**src/rtl/display_pkg.sv**
```systemverilog
// Shared types and helpers for the display FIFO read sequencer.
// Holds the FSM state encoding and the per-frame word-count arithmetic.
package display_pkg;

    typedef enum logic [1:0] {
        ST_IDLE    = 2'd0,
        ST_FILL    = 2'd1,
        ST_WAIT_VS = 2'd2,
        ST_ACTIVE  = 2'd3
    } disp_rd_state_t;

    localparam int unsigned WORD_CNT_W = 21;

    // Number of FIFO words one complete frame should consume.
    function automatic int unsigned expected_words(
        input int unsigned crop_start,
        input int unsigned crop_end,
        input int unsigned lines
    );
        return (crop_end - crop_start) * lines;
    endfunction

    localparam int unsigned DEF_EXPECTED_WORDS = expected_words(210, 750, 1080);

endpackage

```
**src/rtl/display_sel_delay.sv**
```systemverilog
// LATENCY-deep 1-bit shift register that aligns the mux select with FIFO read data.
// Only reset clears it, so selects already in flight keep draining across state changes.
module display_sel_delay #(
    parameter int unsigned LATENCY = 3
) (
    input  logic clk,
    input  logic srst,
    input  logic sel_i,
    output logic sel_o
);

    logic [LATENCY-1:0] pipe_q;

    generate
        if (LATENCY == 1) begin : g_single
            always_ff @(posedge clk) begin
                if (srst) begin
                    pipe_q <= '0;
                end else begin
                    pipe_q <= sel_i;
                end
            end
        end else begin : g_multi
            always_ff @(posedge clk) begin
                if (srst) begin
                    pipe_q <= '0;
                end else begin
                    pipe_q <= {pipe_q[LATENCY-2:0], sel_i};
                end
            end
        end
    endgenerate

    assign sel_o = pipe_q[LATENCY-1];

endmodule

```
**src/rtl/display_fifo_rd_sequencer.sv**
```systemverilog
// Gates display FIFO readout on fill level and vsync, issues reads inside the crop window,
// and tracks underflow / frame word-count errors with sticky debug status.
module display_fifo_rd_sequencer
    import display_pkg::*;
#(
    parameter int unsigned FIFO_DEPTH   = 4096,
    parameter int unsigned START_LEVEL  = 2048,
    parameter int unsigned CROP_START   = 210,
    parameter int unsigned CROP_END     = 750,
    parameter int unsigned ACTIVE_LINES = 1080,
    parameter int unsigned RD_LATENCY   = 3
) (
    input  logic                          iHdmiClk,
    input  logic                          iRst,
    input  logic                          iEnable,
    input  logic                          iRstDebugReg,
    input  logic [$clog2(FIFO_DEPTH)-1:0] ivFifoCount,
    input  logic                          iFifoEmpty,
    input  logic                          iVgaVs,
    input  logic                          iVgaVd,
    input  logic [13:0]                   ivVgaX,
    output logic                          oFifoRdEn,
    output logic                          oDataSel,
    output logic [1:0]                    ov2State,
    output logic                          oUnderflowErr,
    output logic                          oFrameWordErr,
    output logic [31:0]                   ov32FrameCount
);

    localparam logic [WORD_CNT_W-1:0] EXPECTED_WORDS =
        WORD_CNT_W'(expected_words(CROP_START, CROP_END, ACTIVE_LINES));

    disp_rd_state_t         state_q, state_d;
    logic                   vs_q;
    logic [WORD_CNT_W-1:0]  word_cnt_q, word_cnt_d;
    logic [31:0]            frame_cnt_q, frame_cnt_d;
    logic                   underflow_q, underflow_d;
    logic                   frame_word_err_q, frame_word_err_d;

    logic                   vs_fall;
    logic                   in_window;
    logic                   fifo_above_start;
    logic                   rd_en;
    logic                   underflow_evt;
    logic                   frame_end;

    assign vs_fall          = vs_q && !iVgaVs;
    assign in_window        = iVgaVd && (32'(ivVgaX) >= CROP_START) && (32'(ivVgaX) < CROP_END);
    assign fifo_above_start = 32'(ivFifoCount) > START_LEVEL;
    // Reset gates the read strobe combinationally so reads stop in the reset cycle itself.
    assign rd_en            = !iRst && (state_q == ST_ACTIVE) && in_window;
    assign underflow_evt    = rd_en && iFifoEmpty;
    // Underflow wins over a coincident frame boundary: no compare, no frame count.
    assign frame_end        = (state_q == ST_ACTIVE) && vs_fall && !underflow_evt;

    always_comb begin
        state_d          = state_q;
        word_cnt_d       = word_cnt_q;
        frame_cnt_d      = frame_cnt_q;
        underflow_d      = underflow_q;
        frame_word_err_d = frame_word_err_q;

        case (state_q)
            ST_IDLE: begin
                if (iEnable) state_d = ST_FILL;
            end
            ST_FILL: begin
                if (!iEnable)              state_d = ST_IDLE;
                else if (fifo_above_start) state_d = ST_WAIT_VS;
            end
            ST_WAIT_VS: begin
                if (!iEnable)     state_d = ST_IDLE;
                else if (vs_fall) state_d = ST_ACTIVE;
            end
            ST_ACTIVE: begin
                if (underflow_evt)            state_d = ST_FILL;
                else if (vs_fall && !iEnable) state_d = ST_IDLE;
            end
            default: state_d = ST_IDLE;
        endcase

        if ((state_q != ST_ACTIVE) || underflow_evt || frame_end) begin
            word_cnt_d = '0;
        end else if (rd_en) begin
            word_cnt_d = word_cnt_q + WORD_CNT_W'(1);
        end

        if (iRstDebugReg) begin
            underflow_d      = 1'b0;
            frame_word_err_d = 1'b0;
            frame_cnt_d      = '0;
        end else begin
            if (underflow_evt) underflow_d = 1'b1;
            if (frame_end) begin
                frame_cnt_d = frame_cnt_q + 32'd1;
                if (word_cnt_q != EXPECTED_WORDS) frame_word_err_d = 1'b1;
            end
        end
    end

    always_ff @(posedge iHdmiClk) begin
        if (iRst) begin
            state_q          <= ST_IDLE;
            vs_q             <= 1'b1;
            word_cnt_q       <= '0;
            frame_cnt_q      <= '0;
            underflow_q      <= 1'b0;
            frame_word_err_q <= 1'b0;
        end else begin
            state_q          <= state_d;
            vs_q             <= iVgaVs;
            word_cnt_q       <= word_cnt_d;
            frame_cnt_q      <= frame_cnt_d;
            underflow_q      <= underflow_d;
            frame_word_err_q <= frame_word_err_d;
        end
    end

    display_sel_delay #(
        .LATENCY (RD_LATENCY)
    ) u_sel_delay (
        .clk   (iHdmiClk),
        .srst  (iRst),
        .sel_i (rd_en),
        .sel_o (oDataSel)
    );

    assign oFifoRdEn      = rd_en;
    assign ov2State       = state_q;
    assign oUnderflowErr  = underflow_q;
    assign oFrameWordErr  = frame_word_err_q;
    assign ov32FrameCount = frame_cnt_q;

endmodule
```
**config.mk**
```make
export PLATFORM = sky130hd
export DESIGN_NAME = display_fifo_rd_sequencer
export DESIGN_NICKNAME = d
export VERILOG_FILES = /design/src/rtl/display_pkg.sv /design/src/rtl/display_sel_delay.sv /design/src/rtl/display_fifo_rd_sequencer.sv
export SDC_FILE = /design/constraint.sdc
export NUM_CORES = 1
export LEC_CHECK = 0
export BUFFER_PORTS_ARGS = -buffer_cell sky130_fd_sc_hd__buf_4
export CORE_MARGIN = 2
export CORE_UTILIZATION = 58
export CTS_CLUSTER_SIZE = 25
export DETAILED_ROUTE_END_ITERATION = 12
export GPL_ROUTABILITY_DRIVEN = 0
export PLACE_DENSITY = 0.81
export SYNTH_ARGS = -nofsm -noshare
export SYNTH_HDL_FRONTEND = slang
export SYNTH_SLANG_ARGS = --single-unit
```
**constraint.sdc**
```tcl
create_clock -name iHdmiClk -period 5.4 [get_ports iHdmiClk]
set_input_delay 0.27 -clock iHdmiClk [delete_from_list [all_inputs] [get_ports iHdmiClk]]
set_output_delay 0.27 -clock iHdmiClk [all_outputs]
set_load 0.005 [all_outputs]
```
==> flow_summary.html <==
<table>
<tr><th>Metric</th><th>Value</th></tr>
<tr><th colspan="2">Clocking</th></tr>
<tr><td>Number of clock sinks seen by CTS</td><td>61</td></tr>
<tr><td>Insertion delay to the later sink of the worst-skew pair</td><td>0.34 ns</td></tr>
<tr><td>Number of gates resized after cts</td><td>0</td></tr>
<tr><td>Number of buffers added by the clock tree synthesis step</td><td>9</td></tr>
<tr><td>Depth of the CTS H-tree</td><td>3</td></tr>
<tr><td>Clock root buffer</td><td>clkbuf_8</td></tr>
<tr><td>Clock slew at reported path FFs</td><td>0.06 ns</td></tr>
<tr><td>Number of buffers between clock root and the deepest sink</td><td>2</td></tr>
<tr><td>Clock tree from TritonCTS</td><td>built</td></tr>
<tr><td>Number of buffers inserted by hold repair at cts</td><td>0</td></tr>
<tr><td>Post-CTS setup buffer count</td><td>0</td></tr>
<tr><th colspan="2">Detailed routing</th></tr>
<tr><td>Router iterations before antenna repair</td><td>4</td></tr>
<tr><td>Final routed DRC violation total</td><td>0</td></tr>
<tr><td>Final wirelength</td><td>7.71 mm</td></tr>
<tr><td>DR iter-0 viols</td><td>166</td></tr>
<tr><td>Per-cell routed wire length</td><td>15.1 um</td></tr>
<tr><td>Number of vias per cell after detailed routing</td><td>6.36</td></tr>
<tr><td>Antenna viol nets, final</td><td>0</td></tr>
<tr><td>Number of vias after detailed routing</td><td>3,251</td></tr>
<tr><th colspan="2">Worst setup path</th></tr>
<tr><td>Critical path data arrival time</td><td>2.81 ns</td></tr>
<tr><td>Critical path's largest stage delay</td><td>0.66 ns</td></tr>
<tr><td>Number of cells on the worst reg-to-reg path</td><td>5</td></tr>
<tr><td>Maximum fanout along the worst path</td><td>35</td></tr>
<tr><td>Reg2reg end</td><td>word_cnt_q[20]</td></tr>
<tr><td>Dominant cell type by count on the critical path</td><td>buf_4</td></tr>
<tr><td>Worst setup EP type</td><td>flip-flop</td></tr>
<tr><td>Critical Path, Cell by Cell</td><td>buf_4 &gt; or3_1 &gt; a41oi_2 &gt; nor4b_4 &gt; buf_4 &gt; nand3b_1 &gt; a21oi_1</td></tr>
<tr><td>Setup CP Type</td><td>primary input to flip-flop</td></tr>
<tr><td>Setup slack of the most critical reg-to-reg path</td><td>2.88 ns</td></tr>
<tr><td>Required time of the worst setup path</td><td>5.65 ns</td></tr>
<tr><td>Kind of start point of the critical path</td><td>primary input</td></tr>
<tr><td>Reg2reg start</td><td>ov2State[1]</td></tr>
<tr><td>Cell type of the slowest stage on the worst timing path</td><td>a41oi_2</td></tr>
<tr><th colspan="2">Timing</th></tr>
<tr><td>Setup TNS</td><td>0 ns</td></tr>
<tr><td>Number of hold violations in the final report</td><td>0</td></tr>
<tr><td>Slew Viols, Final</td><td>0</td></tr>
<tr><td>Final critical path time including I/O delays and setup</td><td>2.56 ns</td></tr>
<tr><td>Final Skew</td><td>0.0138 ns</td></tr>
<tr><td>Maximum clock rate</td><td>391 MHz</td></tr>
<tr><td>Measured slew at the worst slew-check pin</td><td>0.989 ns</td></tr>
<tr><td>Max_slew headroom</td><td>0.338</td></tr>
<tr><td>Setup repair after global routing missed its margin</td><td>false</td></tr>
<tr><td>Min Hold Slack</td><td>0.147 ns</td></tr>
<tr><td>Portion of the clock cycle consumed by the worst path in the final layout</td><td>0.474</td></tr>
<tr><td>Final setup viols</td><td>0</td></tr>
<tr><th colspan="2">Hold path</th></tr>
<tr><td>Terminating pin of the worst hold path</td><td>vs_q</td></tr>
<tr><td>Count of cells along the worst hold path</td><td>2</td></tr>
<tr><td>Class of the tightest hold or removal check</td><td>primary input to flip-flop</td></tr>
<tr><td>Launch instance of the worst min-delay path</td><td>iVgaVs</td></tr>
<tr><th colspan="2">Synthesis</th></tr>
<tr><td>EDFF count, synth</td><td>0</td></tr>
<tr><td>Sequential fraction of the synthesis area</td><td>0.382</td></tr>
<tr><td>Synth area leader</td><td>dfxtp_1</td></tr>
<tr><td>Synth Cell Area</td><td>3190 um2</td></tr>
<tr><td>Synth warnings</td><td>0</td></tr>
<tr><td>Area share of the leading cell type in the synthesized netlist</td><td>0.382</td></tr>
<tr><td>Avg Inst Size Synth</td><td>8.47 um2</td></tr>
<tr><td>Count of cell types in the netlist</td><td>53</td></tr>
<tr><td>Synthesized Nets</td><td>413</td></tr>
<tr><td>Dominant cells by area after synthesis</td><td>dfxtp_1 38%, or4_1 7.3%, o31ai_1 7.1%</td></tr>
<tr><td>Fraction of synthesis flops using an asynchronous set or reset pin</td><td>0</td></tr>
<tr><td>Post-synthesis sequential element count</td><td>61</td></tr>
<tr><td>Most common flop cell mapped by yosys</td><td>dfxtp_1</td></tr>
<tr><td>Cells after synthesis</td><td>377</td></tr>
<tr><th colspan="2">Final layout</th></tr>
<tr><td>Flip-flop and latch area</td><td>1220 um2</td></tr>
<tr><td>Post-synthesis to final-layout area growth</td><td>22.7%</td></tr>
<tr><td>Fillcell total</td><td>442</td></tr>
<tr><td>Number of nets at the end of the flow</td><td>471</td></tr>
<tr><td>ANT cells</td><td>0</td></tr>
<tr><td>Fraction of layout cells with a size suffix above 1</td><td>0.219</td></tr>
<tr><td>Multi-input logic area</td><td>1840 um2</td></tr>
<tr><th colspan="2">GRT</th></tr>
<tr><td>Total global routing track utilization</td><td>0.262</td></tr>
<tr><td>Grt ovf</td><td>0</td></tr>
<tr><td>Antenna violations before repair</td><td>0</td></tr>
<tr><td>Vias in the first global route</td><td>3,002</td></tr>
<tr><td>Pin count of the biggest net entering global routing</td><td>36</td></tr>
<tr><td>First-pass GRT wire length</td><td>13.0 mm</td></tr>
<tr><th colspan="2">Placement</th></tr>
<tr><td>Number of buffers added on ports</td><td>69</td></tr>
<tr><td>Half-perimeter wire length after placement</td><td>5.31 mm</td></tr>
<tr><th colspan="2">Job</th></tr>
<tr><td>Max capacitance violation total</td><td>0</td></tr>
<tr><th colspan="2">Die</th></tr>
<tr><td>Core area</td><td>5410 um2</td></tr>
<tr><td>Die outline area</td><td>6120 um2</td></tr>
<tr><td>Chip width</td><td>78.2 um</td></tr>
<tr><td>Initial core utilization</td><td>0.591</td></tr>
<tr><td>Chip height</td><td>78.2 um</td></tr>
<tr><td>Number of placement rows</td><td>27</td></tr>
<tr><td>Count of pins on the block boundary</td><td>71</td></tr>
<tr><th colspan="2">Power</th></tr>
<tr><td>Maximum VDD drop</td><td>0.197 mV</td></tr>
<tr><td>Leakage component of the power</td><td>1.24 nW</td></tr>
<tr><td>Power density cells</td><td>228 nW/um2</td></tr>
<tr><th colspan="2">Outcome</th></tr>
<tr><td>Result of the run</td><td>finished clean</td></tr>
</table>
[state kept, by name (all words and copies together), names as in the netlist]
| register | cells |
|---|---|
| ov32FrameCount | 32 |
| word_cnt_q | 21 |
| u_sel_delay.pipe_q | 3 |
| ov2State | 2 |
| oFrameWordErr | 1 |
| oUnderflowErr | 1 |
| vs_q | 1 |
[per-stage QoR]
step            util  std cells  setup slack [ns]  instance area, um2  power (W)
2_1_floorplan      -        377              3.37                3190   0.000481
3_3_place_gp   0.690        496              2.52                3730   0.000506
3_5_place_dp   0.690        496              2.46                3730   0.000507
4_1_cts        0.725        511              2.82                3920   0.000898
5_1_grt        0.725        511              2.59                3920   0.000922
6_report       0.725        511              2.84                3920   0.000892
[cells in the final DEF (no fill, tap or decap), types with 11 or more instances in the layout]
master / instances
nand4_1: 21
or4_1: 31
inv_1: 11
or3_1: 12
dfxtp_1: 61
nand2_1: 19
nor2_1: 16
nand3_1: 14
buf_4: 72
a21oi_1: 43
o31ai_1: 30
[cells in the mapped netlist (8+ instances only)]
cell type,count
dfxtp_1,61
a21oi_1,43
or4_1,31
o31ai_1,30
nand4_1,21
nand2_1,19
nor2_1,16
clkbuf_1,14
nand3_1,14
or3_1,12
inv_1,11
o21ai_0,10
nor3_1,9
nor4_1,9
buf_2,8
xnor2_1,8
[worst max-delay path by stage]
stage	slack [ns]	end	start	cells past startpoint
global route	2.59	word_cnt_q[12]	ivVgaX[3]	7
CTS	2.82	word_cnt_q[20]	ivVgaX[3]	7
detailed placement	2.46	word_cnt_q[15]	ivVgaX[3]	7
floorplan	3.37	word_cnt_q[19]	ov2State[0]	6
global placement	2.52	word_cnt_q[20]	ivVgaX[3]	7
finish	2.84	word_cnt_q[20]	ivVgaX[3]	7
[cells by family (layout without fill, tap and decap cells)]
family          after synthesis  count (layout)  synth area share
fa+ha+maj                     3               3            0.0118
buf+inv                      36              98            0.0490
flops                        61              61             0.382
mux                           1               1           0.00313
xor+xnor                      9               9            0.0247
simple gates                167             167             0.330
compound gates              100             100             0.199
[where the power goes]
part | leakage (nW) | internal (W) | total (W) | switching, W
Sequential | 0.492 | 0.000452 | 0.000455 | 0.00000328
Combinational | 0.651 | 0.0000226 | 0.0000422 | 0.0000196
Clock | 0.0992 | 0.000222 | 0.000395 | 0.000173
[worst max-delay path, delay by kind of cell]
family | cells | cell delay, ns
simple gates | 3 | 1.13
buf+inv | 2 | 0.38
compound gates | 2 | 1.01
[area by class of cell]
class                      instances  area share
tap                               72      0.0230
clock inverter                     4      0.0124
multi-input combinational        280       0.469
clock buffer                      11      0.0361
inverter                          11      0.0105
sequential                        61       0.312
timing repair buffer              72       0.138
[routing by layer]
layer	part of all wire	GRT usage
met5	0	0
met4	0.013	0.0807
met3	0.046	0.0655
met2	0.51	0.472
met1	0.43	0.304
Note: power is estimated with default switching activity, not from simulation.
